==> config.mk <==
export PLATFORM = sky130hd
export DESIGN_NAME = hdmi_data_decoder
export DESIGN_NICKNAME = d
export VERILOG_FILES = /design/src/rtl/hdmi_data_decoder.sv
export SDC_FILE = /design/constraint.sdc
export NUM_CORES = 1
export LEC_CHECK = 0
export CAP_MARGIN = 20
export CORE_UTILIZATION = 58
export DETAILED_ROUTE_END_ITERATION = 10
export PLACE_DENSITY = 0.83
export SYNTH_ARGS = -nofsm -noshare
export SYNTH_HDL_FRONTEND = slang
export SYNTH_SLANG_ARGS = --single-unit
export TNS_END_PERCENT = 20
==> constraint.sdc <==
create_clock -name i_pixclk -period 5.5 [get_ports i_pixclk]
set_input_delay 1.1 -clock i_pixclk [delete_from_list [all_inputs] [get_ports i_pixclk]]
set_output_delay 1.1 -clock i_pixclk [all_outputs]
set_load 0.02 [all_outputs]
==> src/rtl/hdmi_data_decoder.sv <==
`default_nettype none
// ============================================================================
// Module      : hdmi_data_decoder
// Description : Receive-side HDMI data island packet decoder. Reassembles
//               32-clock packets (24-bit header + four 56-bit subpackets)
//               from TERC4-decoded channel nibbles. Optionally checks the
//               BCH ECC of each stream. Publishes every packet, extracts
//               ACR CTS/N values and walks audio sample packets to emit
//               16-bit L/R samples.
// Option      : `define HDMI_DEC_ECC_EN builds the LFSR syndrome checkers.
//               Without it, every packet is trusted (ok flags forced high).
// Ports       : i_pixclk/i_rst_n   clock, asynchronous active-low reset
//               i_data             data island active
//               i_d0/i_d1/i_d2     channel 0/1/2 nibbles
//               o_hdr, o_sp0..3    last packet header / subpackets
//               o_hdr_ok, o_sp_ok  ECC syndrome-zero flags
//               o_pkt_valid        packet publish pulse
//               o_cts, o_n         last accepted ACR values, o_acr_valid pulse
//               o_audioL/R         audio sample, o_audio_valid pulse
//               o_hsync, o_vsync   syncs sampled during islands
// Revision    : 1.0 - initial release
// ============================================================================
module hdmi_data_decoder #(
    parameter int unsigned MAX_SAMPLES    = 4,
    parameter logic [7:0]  AUDIO_PKT_TYPE = 8'h02,
    parameter logic [7:0]  ACR_PKT_TYPE   = 8'h01
) (
    input  logic        i_pixclk,
    input  logic        i_rst_n,
    input  logic        i_data,
    input  logic [3:0]  i_d0,
    input  logic [3:0]  i_d1,
    input  logic [3:0]  i_d2,
    output logic [23:0] o_hdr,
    output logic [55:0] o_sp0,
    output logic [55:0] o_sp1,
    output logic [55:0] o_sp2,
    output logic [55:0] o_sp3,
    output logic        o_hdr_ok,
    output logic [3:0]  o_sp_ok,
    output logic        o_pkt_valid,
    output logic [19:0] o_cts,
    output logic [19:0] o_n,
    output logic        o_acr_valid,
    output logic [15:0] o_audioL,
    output logic [15:0] o_audioR,
    output logic        o_audio_valid,
    output logic        o_hsync,
    output logic        o_vsync
);

    localparam logic [1:0] c_last_k = 2'(MAX_SAMPLES - 1);

    // ------------------------------------------------------------------
    // Bit position. r_cnt holds the index expected for the next island
    // clock; a low i_d0[3] forces the current clock to index 0 (resync).
    // ------------------------------------------------------------------
    logic [4:0]        r_cnt;
    logic [4:0]        w_idx;
    logic              w_last;
    logic [23:0]       r_hdr_sh;
    logic [3:0][55:0]  r_sp_sh;
    logic              w_hdr_ok;
    logic [3:0]        w_sp_ok;

    assign w_idx  = i_d0[3] ? r_cnt : 5'd0;
    assign w_last = i_data && (w_idx == 5'd31);

    always_ff @(posedge i_pixclk or negedge i_rst_n) begin
        if (!i_rst_n) begin
            r_cnt <= 5'd0;
        end else if (i_data) begin
            r_cnt <= w_idx + 5'd1;   // 31 wraps to 0: back-to-back packets
        end else begin
            r_cnt <= 5'd0;           // island ended: any partial packet is dropped
        end
    end

    always_ff @(posedge i_pixclk or negedge i_rst_n) begin
        if (!i_rst_n) begin
            r_hdr_sh <= '0;
            r_sp_sh  <= '0;
        end else if (i_data) begin
            if (w_idx < 5'd24) begin
                r_hdr_sh[w_idx] <= i_d0[2];
            end
            if (w_idx < 5'd28) begin
                for (int k = 0; k < 4; k++) begin
                    r_sp_sh[k][{w_idx, 1'b0}] <= i_d1[k];
                    r_sp_sh[k][{w_idx, 1'b1}] <= i_d2[k];
                end
            end
        end
    end

`ifdef HDMI_DEC_ECC_EN
    // ------------------------------------------------------------------
    // BCH syndrome LFSRs; the register is bypassed to zero on index 0 so
    // each packet starts clean. Syndrome is judged on the combinational
    // next value at index 31, so it is ready on the publish edge.
    // ------------------------------------------------------------------
    function automatic logic [7:0] f_bch_step(input logic [7:0] code, input logic b);
        return {code[6:0], 1'b0} ^ ((code[7] ^ b) ? 8'hC1 : 8'h00);
    endfunction

    logic [7:0]       r_hdr_code;
    logic [7:0]       w_hdr_code;
    logic [3:0][7:0]  r_sp_code;
    logic [3:0][7:0]  w_sp_code;

    always_comb begin
        w_hdr_code = f_bch_step((w_idx == 5'd0) ? 8'h00 : r_hdr_code, i_d0[2]);
        w_sp_code  = '0;
        for (int k = 0; k < 4; k++) begin
            w_sp_code[k] = f_bch_step(f_bch_step((w_idx == 5'd0) ? 8'h00 : r_sp_code[k],
                                                 i_d1[k]), i_d2[k]);
        end
    end

    always_ff @(posedge i_pixclk or negedge i_rst_n) begin
        if (!i_rst_n) begin
            r_hdr_code <= 8'h00;
            r_sp_code  <= '0;
        end else if (i_data) begin
            r_hdr_code <= w_hdr_code;
            r_sp_code  <= w_sp_code;
        end
    end

    assign w_hdr_ok = (w_hdr_code == 8'h00);
    always_comb begin
        w_sp_ok = 4'h0;
        for (int k = 0; k < 4; k++) begin
            w_sp_ok[k] = (w_sp_code[k] == 8'h00);
        end
    end
`else
    assign w_hdr_ok = 1'b1;
    assign w_sp_ok  = 4'hF;
`endif

    // ------------------------------------------------------------------
    // Packet publish and island sync capture
    // ------------------------------------------------------------------
    always_ff @(posedge i_pixclk or negedge i_rst_n) begin
        if (!i_rst_n) begin
            o_hdr       <= '0;
            o_sp0       <= '0;
            o_sp1       <= '0;
            o_sp2       <= '0;
            o_sp3       <= '0;
            o_hdr_ok    <= 1'b0;
            o_sp_ok     <= 4'h0;
            o_pkt_valid <= 1'b0;
            o_hsync     <= 1'b0;
            o_vsync     <= 1'b0;
        end else begin
            o_pkt_valid <= w_last;
            if (w_last) begin
                o_hdr    <= r_hdr_sh;
                o_sp0    <= r_sp_sh[0];
                o_sp1    <= r_sp_sh[1];
                o_sp2    <= r_sp_sh[2];
                o_sp3    <= r_sp_sh[3];
                o_hdr_ok <= w_hdr_ok;
                o_sp_ok  <= w_sp_ok;
            end
            if (i_data) begin
                o_hsync <= i_d0[0];
                o_vsync <= i_d0[1];
            end
        end
    end

    // ------------------------------------------------------------------
    // Audio clock regeneration
    // ------------------------------------------------------------------
    logic w_acr_go;
    assign w_acr_go = o_pkt_valid && (o_hdr[7:0] == ACR_PKT_TYPE) && o_hdr_ok && o_sp_ok[0];

    always_ff @(posedge i_pixclk or negedge i_rst_n) begin
        if (!i_rst_n) begin
            o_cts       <= '0;
            o_n         <= '0;
            o_acr_valid <= 1'b0;
        end else begin
            o_acr_valid <= w_acr_go;
            if (w_acr_go) begin
                o_cts <= {o_sp0[11:8], o_sp0[23:16], o_sp0[31:24]};
                o_n   <= {o_sp0[35:32], o_sp0[47:40], o_sp0[55:48]};
            end
        end
    end

    // ------------------------------------------------------------------
    // Audio sample emitter: one clock per subpacket slot, present or not.
    // Works from the published o_sp* registers, which stay stable for the
    // whole walk because the next packet needs 32 clocks.
    // ------------------------------------------------------------------
    typedef enum logic [0:0] {
        ST_IDLE = 1'b0,
        ST_WALK = 1'b1
    } emit_state_t;

    emit_state_t r_state;
    emit_state_t w_state_nxt;
    logic [1:0]  r_k;
    logic [1:0]  w_k_nxt;
    logic [3:0]  r_mask;
    logic [3:0]  w_mask_nxt;
    logic        w_emit;
    logic        w_audio_go;
    logic [15:0] w_smp_l;
    logic [15:0] w_smp_r;

    assign w_audio_go = o_pkt_valid && (o_hdr[7:0] == AUDIO_PKT_TYPE) && o_hdr_ok;

    always_ff @(posedge i_pixclk or negedge i_rst_n) begin
        if (!i_rst_n) begin
            r_state <= ST_IDLE;
            r_k     <= 2'd0;
            r_mask  <= 4'h0;
        end else begin
            r_state <= w_state_nxt;
            r_k     <= w_k_nxt;
            r_mask  <= w_mask_nxt;
        end
    end

    always_comb begin
        w_state_nxt = r_state;
        w_k_nxt     = r_k;
        w_mask_nxt  = r_mask;
        w_emit      = 1'b0;
        case (r_state)
            ST_WALK: begin
                w_emit  = r_mask[r_k];
                w_k_nxt = r_k + 2'd1;
                if (r_k == c_last_k) begin
                    w_state_nxt = ST_IDLE;
                end
            end
            default: begin
            end
        endcase
        if (w_audio_go) begin
            w_state_nxt = ST_WALK;
            w_k_nxt     = 2'd0;
            w_mask_nxt  = o_hdr[11:8] & o_sp_ok;
        end
    end

    always_comb begin
        w_smp_l = o_sp0[23:8];
        w_smp_r = o_sp0[47:32];
        case (r_k)
            2'd1:    begin w_smp_l = o_sp1[23:8]; w_smp_r = o_sp1[47:32]; end
            2'd2:    begin w_smp_l = o_sp2[23:8]; w_smp_r = o_sp2[47:32]; end
            2'd3:    begin w_smp_l = o_sp3[23:8]; w_smp_r = o_sp3[47:32]; end
            default: begin end
        endcase
    end

    always_ff @(posedge i_pixclk or negedge i_rst_n) begin
        if (!i_rst_n) begin
            o_audioL      <= '0;
            o_audioR      <= '0;
            o_audio_valid <= 1'b0;
        end else begin
            o_audio_valid <= w_emit;
            if (w_emit) begin
                o_audioL <= w_smp_l;
                o_audioR <= w_smp_r;
            end
        end
    end

endmodule
`default_nettype wire

; Word level (Yosys, flattened, before mapping)
; Index checks and enable logic that the tools add are counted.
; W data, S select, Z words.
[op_classes]
n_addsub = 2
magnitude_cmp = 9
eq_ne = 6
muxes = 27
bitwise = 1
reduce_logical = 12
[ops]
columns = op, n
row1 = $bwmux W56, 8
row2 = $pmux W16 S3, 2
row3 = $bwmux W24, 1
row4 = $demux W1 S5, 3
row5 = $lt A6 B7 Y1 const B, 2
row6 = $ge A6 B1 Y1 const B, 2
row7 = $lt A5 B5 Y1 const B, 2
row8 = $mux W5, 2
row9 = $logic_and A1 B1 Y1, 9
row10 = $eq A8 B1 Y1 const B, 1
row11 = $eq A8 B2 Y1 const B, 1
row12 = $mux W1, 8
row13 = $lt A5 B6 Y1 const B, 1
row14 = $add A5 B1 Y5 const B, 1
row15 = $eq A5 B5 Y1 const B, 1
row16 = $ge A5 B1 Y1 const B, 1
row17 = $and A4 B4 Y4, 1
row18 = $eq A2 B2 Y1 const B, 2
row19 = $mux W2, 2
row20 = $reduce_and A2 Y1, 2
row21 = $lt A2 B3 Y1 const B, 1
row22 = $add A2 B1 Y2 const B, 1
row23 = $bmux W1 S2, 1
row24 = $eq A2 B1 Y1 const B, 1
row25 = $reduce_bool A2 Y1, 1
[word_totals]
ff_bits = 587
input_bits = 15
out_inout_bits = 330

; Depth between registers and ports, before layout
[logic_depth]
word_depth = 7
ltp_mapped = 8
ltp_nobuf = 6

; Worst setup path after synthesis
; No wires, ideal clock.
[synth_path]
kind = input-to-reg
from = input port i_d0[3]
to = register o_hdr[1]
t_arrival_ns = 2.701
required_ns = 5.375
path_slack_ns = 2.674
cell_stages = 8
n_path_buf = 3
path_cell_list = buf_4 -> and2_1 -> ha_1 -> nand2_1 -> nor2_2 -> buf_2 -> buf_4 -> mux2_2
[synth_between]
elab_chain_cells = 3
[synth_lines]
columns = element, line_no
row1 = from (decl), 31  ; input logic [3:0] i_d0,
row2 = $mux W5, 66  ; assign w_idx = i_d0[3] ? r_cnt : 5'd0;
row3 = $eq A5 B5 Y1, 67  ; assign w_last = i_data && (w_idx == 5'd31);
row4 = $logic_and A1 B1 Y1, 67
row5 = to (signal assigned), 160  ; o_hdr <= r_hdr_sh;
row6 = to (decl), 34  ; output logic [23:0] o_hdr,
; Every way passes these cells.
; A chain may end at the register's enable or synchronous reset.

; Worst setup path in the final report
[layout_path]
from = input port i_d0[3]
to = register o_hdr[13]
; Same word-level chain as after synthesis.

==> impl_results.md <==
* Status: completed
* Part of the power in registers at 51.8%
* Commonest non-fill, non-tap cell in the layout: dfrtp_1
* CP required at approximately 6 ns
* Worst reg2reg setup slack at 3.00 ns
* Sequential share of the synthesized area at 63.3%
* CTS H-Tree Depth at 2
* All-Layer GR Usage at 28.5%
* CTS tree: done
* Die X at a little over 200 um
* Syn Area/Cell at roughly 16 um2
* Max Cap Violations at 0
* Starting density of the core at 59.4%
* Post-DP HPWL at ~35 mm
* Setup TNS at 0 ns
* Most frequent cells in the layout: dfrtp_1 (586), mux2_2 (502), clkdlybuf4s50_1 (335)
* Synth unique cells at 40
* Finish-stage setup viols at 0
* Initial antenna violation count at 0
* Clock sink count at a little under 600
* Cell total after placement at 2255
* Clock slew at reported path FFs at about 0.060 ns
* Post-Syn Area at 23200 um2
* Filler cells at 2426
* Final WL at roughly 56 mm
* Yosys warnings at 0
* Area grow syn2layout at 24.4%
* CTS max path bufs at 3
* Clock share of power at between 40% and 50%
* P_leak at about 0.014 uW
* N_diodes at 0
* Crit-path max FO at 145
* IO Pins at 345
* Antenna Violating Nets Remaining at 0
* Clk_lat worst skew at 0.60 ns
* Crit path kind: input port to flop
* Max VDD drop at 328 uV
* Vias at around 14000
* Critical Path End Type: flop
* Max Fclk at 0.281 GHz
* Seq. cell area at approximately 15000 um2
* Max_slew headroom at 27.3%
* Core area at 39000 um2
* Hold Crit Class: flop to flop
* Worst Path Arrival at 4.04 ns
* Final worst path period share at around two thirds
* Finished Layout Cells at 2360
* Root Buffer: clkbuf_16
* Nets@finish at 1820
* Switching portion of total power at 21.3%
* First-pass iteration count of the detailed router at 5
* CTS buffer count at 57
* Setup Skew at between 0.01 and 0.015 ns
* Post-CTS Setup Bufs at 0
* Crit path time final at 3.56 ns
* Die height at 202 um
* Drt drc at 0
* Post-CTS resize count at 0
* Synth Register Bits at 586
* Power Internal at 6700 uW
* Row Count at 72
* Largest net degree at the start of global routing at ~150
* RSZ-0062 raised after global routing: no
* 1st-iter DRT viols at around 670
* GRT overflow at 0
* Fraction of layout cells with a size suffix above 1 at 36.0%
* Drt via density at 5.75
* Worst slew pin tran at 1.09 ns
* Cts hold-fix bufs at 0
* Vias in the first global route at 14600
* Full die area at 40700 um2
* Post-synthesis cell count at 1471
* Syn nets at approximately 1500
* Logic pwr share at approximately 2.7%
* Area taken by multi-input logic gates at 8030 um2
* Routed length per placed instance at 23.9 um
* GPL Wtd Cong at 0.790
* IO buf count at 344
* Power per standard cell area at around 300 nW/um2
* Hold Fails Final Rpt at 0
* Final slew viol count at 0
* Startpoint type of the worst setup path: input port
* First-pass GRT wire length at 88.5 mm
* P_sw at around 1800 uW
[through the flow]
| step | cell area, um2 | power, uW | hold WS (ns) | utilization, % | worst slack (ns) |
|---|---|---|---|---|---|
| floorplan | 23200 | 4570 | 0.452 | - | 2.67 |
| global placement | 26900 | 4700 | 0.463 | 69.0 | 1.54 |
| detailed placement | 26900 | 4720 | 0.477 | 69.0 | 1.44 |
| CTS | 28800 | 8570 | 0.493 | 73.8 | 2.04 |
| global route | 28800 | 8770 | 0.504 | 73.9 | 1.81 |
| finish | 28800 | 8510 | 0.486 | 73.9 | 1.94 |
[cell families (layout without fill, tap and decap cells)]
group / after synthesis / after routing / synth area share (%)
AOI/OAI and AO/OA: 101 / 101 / 2.59
xor gates and xnor gates: 3 / 3 / 0.113
adders and majority gates: 8 / 8 / 0.432
buffers and inverters: 96 / 467 / 2.15
DFF: 586 / 586 / 63.3
muxes: 576 / 576 / 28.1
and+or+nand+nor: 101 / 101 / 3.28
[power by group through the flow]
| stage | clock network [uW] | registers [uW] | logic (uW) |
|---|---|---|---|
| after floorplan | 0 | 4470 | 92.5 |
| after global placement | 0 | 4480 | 228 |
| after detailed placement | 0 | 4480 | 235 |
| after CTS | 3930 | 4400 | 237 |
| after global routing | 4100 | 4410 | 260 |
| final | 3870 | 4400 | 234 |
[layer usage]
metal  wire (um)  vias up  track usage [%]
met5           0        -                0
met3        3310       72             6.24
li1            -     5865                -
met2       27500      390             45.8
met1       24400     7253             39.1
met4        1220        0             8.36
[final cells by class]
type | count | share of cell area (%)
Clock buffer | 90 | 6.05
Clock inverter | 14 | 0.443
Inverter | 6 | 0.0781
Multi-Input combinational cell | 789 | 27.9
Sequential cell | 586 | 50.9
Tap cell | 518 | 2.25
Timing Repair Buffer | 357 | 12.5
[state kept, by name, summed over array words and instances (netlist names), 2 cells and up]
signal    cells
o_sp3        56
o_sp2        56
o_hdr        24
r_mask        4
r_cnt         5
o_sp1        56
o_audioL     16
r_hdr_sh     24
o_n          20
o_sp0        56
r_sp_sh     224
o_audioR     16
r_k           2
o_cts        20
[worst max-delay path, stage by stage]
cell and delay (ns):
clkdlybuf4s50_1 0.81, and2_1 0.27, ha_1 0.28, nand2_1 0.19
nor2_4 0.19, buf_12 0.53, mux2_2 0.44
[final timing paths]
check,from,endpoint,depth (start not counted)
max in group asynchronous,i_rst_n,r_sp_sh[77],2
min,o_cts[1],o_cts[1],1
min reg2reg,o_cts[1],o_cts[1],1
max,i_d0[3],o_hdr[13],7
min in group asynchronous,i_rst_n,o_cts[2],1
max reg2reg,r_cnt[1],o_hdr[13],6
[cell usage after synthesis]
| cell type | instances | area share (%) |
|---|---|---|
| dfrtp_1 | 586 | 63 |
| mux2_2 | 502 | 24 |
| a21oi_1 | 64 | 1.4 |
| mux2_1 | 63 | 3.1 |
| clkbuf_1 | 43 | 0.70 |
| a22oi_1 | 32 | 1.0 |
| nor2b_1 | 32 | 0.86 |
| buf_4 | 27 | 0.87 |
| buf_2 | 18 | 0.39 |
| nor2_2 | 17 | 0.46 |
| nand2_1 | 10 | 0.16 |
| mux2_4 | 9 | 0.58 |
| ha_1 | 8 | 0.43 |
| and2_1 | 6 | 0.16 |
| inv_1 | 6 | 0.097 |
| nand2b_1 | 5 | 0.14 |
| nand3_1 | 5 | 0.11 |
| nor2_4 | 4 | 0.19 |
| nor2_8 | 4 | 0.35 |
| nand3b_2 | 3 | 0.15 |
| buf_6 | 2 | 0.097 |
| mux2i_1 | 2 | 0.086 |
| nand4b_1 | 2 | 0.076 |
| nor2_1 | 2 | 0.032 |
| nor4b_2 | 2 | 0.13 |
| o21ai_0 | 2 | 0.043 |
| xor2_1 | 2 | 0.076 |
| a21boi_0 | 1 | 0.032 |
| nand2_2 | 1 | 0.027 |
| nand3b_1 | 1 | 0.032 |
| nand4_2 | 1 | 0.054 |
| nand4b_2 | 1 | 0.065 |
| nand4b_4 | 1 | 0.10 |
| nor3b_1 | 1 | 0.032 |
| nor4_4 | 1 | 0.092 |
| o22ai_2 | 1 | 0.054 |
| o31a_2 | 1 | 0.043 |
| or2_2 | 1 | 0.027 |
| or4_1 | 1 | 0.032 |
| xnor2_1 | 1 | 0.038 |
Power figures use the tool's default switching activity.
